--- src/rtl/mem_access_unit_if.sv ---
// Request / memory / response bundle for mem_access_unit.
// slave: the unit's view. master: the pipeline-and-memory side.
interface mem_access_unit_if;
  // pipeline request
  logic        req_valid;
  logic        req_ready;
  logic        req_we;
  logic [1:0]  req_op;
  logic        req_sign;
  logic [31:0] req_addr;
  logic [31:0] req_wdata;
  // data memory port
  logic [31:0] mem_addr;
  logic [3:0]  mem_be;
  logic [31:0] mem_wdata;
  logic        mem_we;
  logic [31:0] mem_rdata;
  // response
  logic        rsp_valid;
  logic        rsp_ready;
  logic [31:0] rsp_rdata;
  logic        rsp_err;

  modport slave (
    input  req_valid, req_we, req_op, req_sign, req_addr, req_wdata,
    input  mem_rdata, rsp_ready,
    output req_ready, mem_addr, mem_be, mem_wdata, mem_we,
    output rsp_valid, rsp_rdata, rsp_err
  );

  modport master (
    output req_valid, req_we, req_op, req_sign, req_addr, req_wdata,
    output mem_rdata, rsp_ready,
    input  req_ready, mem_addr, mem_be, mem_wdata, mem_we,
    input  rsp_valid, rsp_rdata, rsp_err
  );
endinterface

--- src/rtl/mem_access_unit.sv ---
// Load/store unit: one outstanding request, IDLE -> ACCESS -> RESP.
// Errored requests (misaligned, out of range, illegal op) skip ACCESS.
module mem_access_unit #(
  parameter logic [31:0] ADDR_LIMIT = 32'h0000_3000
) (
  input  logic                 clk,
  input  logic                 reset,
  mem_access_unit_if.slave     bus,
  output logic [7:0]           err_cnt
);

  typedef enum logic [1:0] {IDLE, ACCESS, RESP} state_t;

  state_t      r_state;
  state_t      w_next;

  logic        r_we;
  logic [1:0]  r_op;
  logic        r_sign;
  logic [31:0] r_addr;
  logic [31:0] r_wdata;
  logic [31:0] r_rdata;
  logic        r_err;
  logic [7:0]  r_err_cnt;

  logic        w_req_err;
  logic        w_accept;
  logic [3:0]  w_be;
  logic [31:0] w_lane_wdata;
  logic [31:0] w_load_data;
  logic [7:0]  w_byte;
  logic [15:0] w_half;

  assign w_accept = (r_state == IDLE) && bus.req_valid;
  assign err_cnt  = r_err_cnt;

  // Classify the incoming request as errored
  always_comb begin
    w_req_err = 1'b0;
    case (bus.req_op)
      2'b00:   if (bus.req_addr[1:0] != 2'b00) w_req_err = 1'b1;
      2'b10:   if (bus.req_addr[0]) w_req_err = 1'b1;
      2'b11:   w_req_err = 1'b1;
      default: ;
    endcase
    if (bus.req_addr >= ADDR_LIMIT) w_req_err = 1'b1;
  end

  // Byte enables and lane-replicated store data from the registered request
  always_comb begin
    w_be         = '0;
    w_lane_wdata = r_wdata;
    case (r_op)
      2'b00: w_be = 4'b1111;
      2'b01: begin
        w_be         = 4'b0001 << r_addr[1:0];
        w_lane_wdata = {4{r_wdata[7:0]}};
      end
      2'b10: begin
        w_be         = r_addr[1] ? 4'b1100 : 4'b0011;
        w_lane_wdata = {2{r_wdata[15:0]}};
      end
      default: ;
    endcase
  end

  // Select the addressed lane of the read word and extend it
  always_comb begin
    w_byte = bus.mem_rdata[7:0];
    case (r_addr[1:0])
      2'd1:    w_byte = bus.mem_rdata[15:8];
      2'd2:    w_byte = bus.mem_rdata[23:16];
      2'd3:    w_byte = bus.mem_rdata[31:24];
      default: ;
    endcase
    w_half      = r_addr[1] ? bus.mem_rdata[31:16] : bus.mem_rdata[15:0];
    w_load_data = bus.mem_rdata;
    case (r_op)
      2'b01:   w_load_data = {{24{r_sign & w_byte[7]}}, w_byte};
      2'b10:   w_load_data = {{16{r_sign & w_half[15]}}, w_half};
      default: ;
    endcase
  end

  // State register
  always_ff @(posedge clk or negedge reset) begin
    if (!reset) r_state <= IDLE;
    else        r_state <= w_next;
  end

  // Next-state logic
  always_comb begin
    w_next = r_state;
    case (r_state)
      IDLE:    if (bus.req_valid) w_next = w_req_err ? RESP : ACCESS;
      ACCESS:  w_next = RESP;
      RESP:    if (bus.rsp_ready) w_next = IDLE;
      default: w_next = IDLE;
    endcase
  end

  // Request capture, load data capture and saturating error counter
  always_ff @(posedge clk or negedge reset) begin
    if (!reset) begin
      r_we      <= 1'b0;
      r_op      <= '0;
      r_sign    <= 1'b0;
      r_addr    <= '0;
      r_wdata   <= '0;
      r_rdata   <= '0;
      r_err     <= 1'b0;
      r_err_cnt <= '0;
    end else begin
      if (w_accept) begin
        r_we    <= bus.req_we;
        r_op    <= bus.req_op;
        r_sign  <= bus.req_sign;
        r_addr  <= bus.req_addr;
        r_wdata <= bus.req_wdata;
        r_err   <= w_req_err;
        r_rdata <= '0;
        if (w_req_err && (r_err_cnt != 8'hFF)) r_err_cnt <= r_err_cnt + 8'd1;
      end
      if (r_state == ACCESS) r_rdata <= r_we ? '0 : w_load_data;
    end
  end

  // Outputs: memory port is live only during ACCESS
  always_comb begin
    bus.req_ready = (r_state == IDLE);
    bus.rsp_valid = (r_state == RESP);
    bus.rsp_rdata = r_rdata;
    bus.rsp_err   = r_err;
    bus.mem_addr  = '0;
    bus.mem_be    = '0;
    bus.mem_wdata = '0;
    bus.mem_we    = 1'b0;
    if (r_state == ACCESS) begin
      bus.mem_addr  = {r_addr[31:2], 2'b00};
      bus.mem_be    = w_be;
      bus.mem_wdata = w_lane_wdata;
      bus.mem_we    = r_we;
    end
  end

endmodule
--- src/flat_wrapper.sv ---
// flat-port wrapper written by rule: the top's interface ports become plain ports
module mem_access_unit_flat 
#(
  parameter logic [31:0] ADDR_LIMIT = 32'h0000_3000
)
  (clk, reset, err_cnt, bus_req_valid, bus_req_we, bus_req_op, bus_req_sign, bus_req_addr, bus_req_wdata, bus_mem_rdata, bus_rsp_ready, bus_req_ready, bus_mem_addr, bus_mem_be, bus_mem_wdata, bus_mem_we, bus_rsp_valid, bus_rsp_rdata, bus_rsp_err);
  mem_access_unit_if bus_i ();
  input  logic clk;
  input  logic reset;
  output logic [7:0] err_cnt;
  input wire logic [$bits(bus_i.req_valid)-1:0] bus_req_valid;
  input wire logic [$bits(bus_i.req_we)-1:0] bus_req_we;
  input wire logic [$bits(bus_i.req_op)-1:0] bus_req_op;
  input wire logic [$bits(bus_i.req_sign)-1:0] bus_req_sign;
  input wire logic [$bits(bus_i.req_addr)-1:0] bus_req_addr;
  input wire logic [$bits(bus_i.req_wdata)-1:0] bus_req_wdata;
  input wire logic [$bits(bus_i.mem_rdata)-1:0] bus_mem_rdata;
  input wire logic [$bits(bus_i.rsp_ready)-1:0] bus_rsp_ready;
  output wire logic [$bits(bus_i.req_ready)-1:0] bus_req_ready;
  output wire logic [$bits(bus_i.mem_addr)-1:0] bus_mem_addr;
  output wire logic [$bits(bus_i.mem_be)-1:0] bus_mem_be;
  output wire logic [$bits(bus_i.mem_wdata)-1:0] bus_mem_wdata;
  output wire logic [$bits(bus_i.mem_we)-1:0] bus_mem_we;
  output wire logic [$bits(bus_i.rsp_valid)-1:0] bus_rsp_valid;
  output wire logic [$bits(bus_i.rsp_rdata)-1:0] bus_rsp_rdata;
  output wire logic [$bits(bus_i.rsp_err)-1:0] bus_rsp_err;
  assign bus_i.req_valid = bus_req_valid;
  assign bus_i.req_we = bus_req_we;
  assign bus_i.req_op = bus_req_op;
  assign bus_i.req_sign = bus_req_sign;
  assign bus_i.req_addr = bus_req_addr;
  assign bus_i.req_wdata = bus_req_wdata;
  assign bus_i.mem_rdata = bus_mem_rdata;
  assign bus_i.rsp_ready = bus_rsp_ready;
  assign bus_req_ready = bus_i.req_ready;
  assign bus_mem_addr = bus_i.mem_addr;
  assign bus_mem_be = bus_i.mem_be;
  assign bus_mem_wdata = bus_i.mem_wdata;
  assign bus_mem_we = bus_i.mem_we;
  assign bus_rsp_valid = bus_i.rsp_valid;
  assign bus_rsp_rdata = bus_i.rsp_rdata;
  assign bus_rsp_err = bus_i.rsp_err;
  mem_access_unit #(.ADDR_LIMIT(ADDR_LIMIT)) u_core (.clk(clk), .reset(reset), .bus(bus_i), .err_cnt(err_cnt));
endmodule
--- config.mk ---
export PLATFORM = sky130hd
export DESIGN_NAME = mem_access_unit_flat
export DESIGN_NICKNAME = d
export VERILOG_FILES = /design/src/rtl/mem_access_unit_if.sv /design/src/rtl/mem_access_unit.sv /design/src/flat_wrapper.sv
export SDC_FILE = /design/constraint.sdc
export NUM_CORES = 1
export LEC_CHECK = 0
export CORE_UTILIZATION = 60
export DETAILED_ROUTE_END_ITERATION = 10
export DONT_BUFFER_PORTS = 1
export GPL_TIMING_DRIVEN = 1
export PLACE_DENSITY_LB_ADDON = 0.1
export SETUP_SLACK_MARGIN = 0.05
export SLEW_MARGIN = 25
export SYNTH_ARGS = -nofsm -noshare
export SYNTH_HDL_FRONTEND = slang
export SYNTH_SLANG_ARGS = --single-unit
--- constraint.sdc ---
create_clock -name clk -period 2.4 [get_ports clk]
set_input_delay 0.36 -clock clk [delete_from_list [all_inputs] [get_ports clk]]
set_output_delay 0.36 -clock clk [all_outputs]
set_load 0.02 [all_outputs]
==> run metrics <==
Synth cell types 43; Cells after DPL 580; initial antenna violation count 0; drt total wl 12800 um; io pins ~220; gr usage total a little over a quarter; Main synth FF type dfrtp_1; fin crit period between 2000 and 2500 ps; via count slightly below 4000; Core Util, Final roughly two thirds; vias in the first global route approximately 3900; Worst Setup SP u_core.r_op[0]; LEAKAGE between 2 and 3 nW; Top Metal Used met4; Worst EP required a little over 2000 ps; Ys Warns 0; most common cell after layout, fill and taps aside dfrtp_1; M1 WL between 5000 and 6000 um; met2 WL between 6000 and 7000 um; Pwr Density approximately 800 mW/mm^2; Final Cycle Share a little over 90%; CTS Sinks between 100 and 150; CTS clk-pin slew, worst paths 110 ps; Core Box Area roughly 0.009 sq mm; P&R area growth vs syn 8.58%; post-synthesis cell count between 400 and 500; commonest cells after routing, fill and taps aside dfrtp_1, mux2_2, and2_1, nor2_1, buf_4; RR Endpoint u_core.bus.rsp_rdata[16]; CTS tree built; first-pass GRT wire length ~20000 um; GPL Wtd Cong 0.849; drt first-iter violations roughly 240; Hold Crit Class primary input to async pin; vias per std cell 6.47; final cell count without fillers 598; fraction of layout cells with a size suffix above 1 roughly 28%; max-slew violations 0; clk buf depth 2; Total Power ~0.0047 W; max-cap viol count 0; Syn Std Cell Area around 0.0054 sq mm; grt ovf 0; starting density of the core 62.1%; H-tree Lvls 3; Fmax 0.447 GHz; violated checks negative hold slack; r2r setup slk around 320 ps; Die Height 97.2 um; VDD IR max between 300 and 400 uV; sequential fraction of the synthesis area 51.1%; CTS root buf clkbuf_8; final setup fails 0; critical path peak fanout 9; Die ar. 0.00945 sq mm; final net count around 590; startpoint types flip-flop; Worst Clk Skew roughly 19 ps; worst-case reg-to-reg path depth 5; RSZ-0062 raised after global routing false; EDFF count, synth 0; Rel. slew slack about a third; drt wl/cell 21.5 um; antenna-violating nets left 0; async set-or-reset flop fraction in the synthesized netlist between 90% and 100%; CP endpoint bus_mem_wdata[25]; largest net degree at the start of global routing ~110; DRC errors left 0; CTS buffer count 9; Worst EP arrival between 1500 and 2000 ps; Worst R2R Start u_core.r_op[1]; Crit Path Category flip-flop to output pin; Die Width approximately 97 um; Min Hold Slack -335 ps; post-synthesis area per instance around 11 sq um; setup tns final 0 ps; drt pass-1 iters 4; Worst Tran Pin Value 1010 ps; met3 WL approximately 1100 um; Seq cells post-synth 111; diode count 0; CP endpoint kind output pin; port bufs 0; clk_lat worst skew 370 ps; status finished, violations left; Site Rows 34; Final Hold Violating Endpoints between 100 and 150; fill cell count between 600 and 700; DP HPWL approximately 9000 um
## metal layers
layer  global-route usage, %  up-vias
li1                        -     1735
met1                    35.6     1937
met2                    43.9      181
met3                    8.71       18
met4                    7.35        0
met5                       0        -
## per-stage QoR
step	hold slack [ps]	cell area [sq um]	worst slack [ps]
5_1_grt	-353	5910	65.6
2_1_floorplan	64.4	5440	113
3_5_place_dp	66.8	5650	283
6_report	-335	5910	162
3_3_place_gp	66.8	5650	397
4_1_cts	-336	5820	31.8
## critical path: stages, from the launching register on
cell and delay [ps]:
dfrtp_1 390, inv_1 140, ha_1 190, buf_4 180
a22oi_1 100, a21oi_1 240, o21a_1 280
## cells in the mapped netlist, types with 5 or more instances
cell | count | area share (%)
nor2_1 | 33 | 2.3
o21ai_0 | 9 | 0.83
inv_1 | 8 | 0.55
dfrtp_1 | 111 | 51
a21oi_1 | 18 | 1.7
mux2_2 | 72 | 15
buf_1 | 7 | 0.48
and2_1 | 41 | 4.7
a22o_1 | 8 | 1.3
o21a_1 | 19 | 2.6
buf_2 | 10 | 0.92
clkbuf_1 | 14 | 0.97
nand3_1 | 5 | 0.46
nor4_1 | 5 | 0.58
nor3_1 | 5 | 0.46
a221o_1 | 23 | 4.2
a31oi_1 | 9 | 1.0
nand2_1 | 19 | 1.3
nor2b_1 | 10 | 1.2
xor2_1 | 5 | 0.81
a22oi_1 | 15 | 2.1
ha_1 | 5 | 1.2
## how the worst min path moves through the flow
stage	startpoint	endpoint
floorplan	reset	u_core.bus.rsp_err
detailed placement	reset	u_core.bus.rsp_rdata[10]
CTS	reset	u_core.bus.rsp_rdata[10]
global route	reset	u_core.bus.rsp_rdata[10]
finish	reset	u_core.bus.rsp_rdata[26]
global placement	reset	u_core.bus.rsp_rdata[27]
## sequential cells by signal (all words and copies together) (netlist names)
register	count
u_core.r_state	2
u_core.r_we	1
u_core.r_sign	1
u_core.bus.rsp_err	1
u_core.r_op	2
u_core.err_cnt	8
u_core.r_addr	32
u_core.bus.rsp_rdata	32
u_core.r_wdata	32
## what timing repair did
action                                  4_1_cts  5_1_grt
endpoints found under the setup margin       11       28
hold endpoints to repair                    111      111
buffers inserted                              0        2
gates resized for setup                       3       16
## area by class of cell
cell class | instances | area (sq um) | share of cell area [%]
clock buffers | 11 | 131 | 2.22
repair buffers | 30 | 238 | 4.03
inverters | 8 | 30.0 | 0.508
clock inverters | 5 | 40.0 | 0.678
well taps | 108 | 135 | 2.29
multi-input cells | 325 | 2550 | 43.2
flip-flops and latches | 111 | 2780 | 47.0
## kinds of logic (layout without fill, tap and decap cells)
group                      Yosys count  after routing  synth area share, %
and+or+nand+nor                    127            127                 12.2
AOI/OAI and AO/OA                  110            110                 15.5
xor gates and xnor gates             7              7                 1.13
other                                1              2               0.0689
muxes                               74             74                 15.5
buffers and inverters               42             54                 3.40
adders and majority gates            5              5                 1.15
DFF                                111            111                 51.1
## report_power, final
part,switching (W),internal [W]
clock,0.000628,0.000389
combinational,0.000590,0.000595
sequential,0.000324,0.00221
total,0.00154,0.00319
No activity file was read; power rests on OpenSTA's default activity.
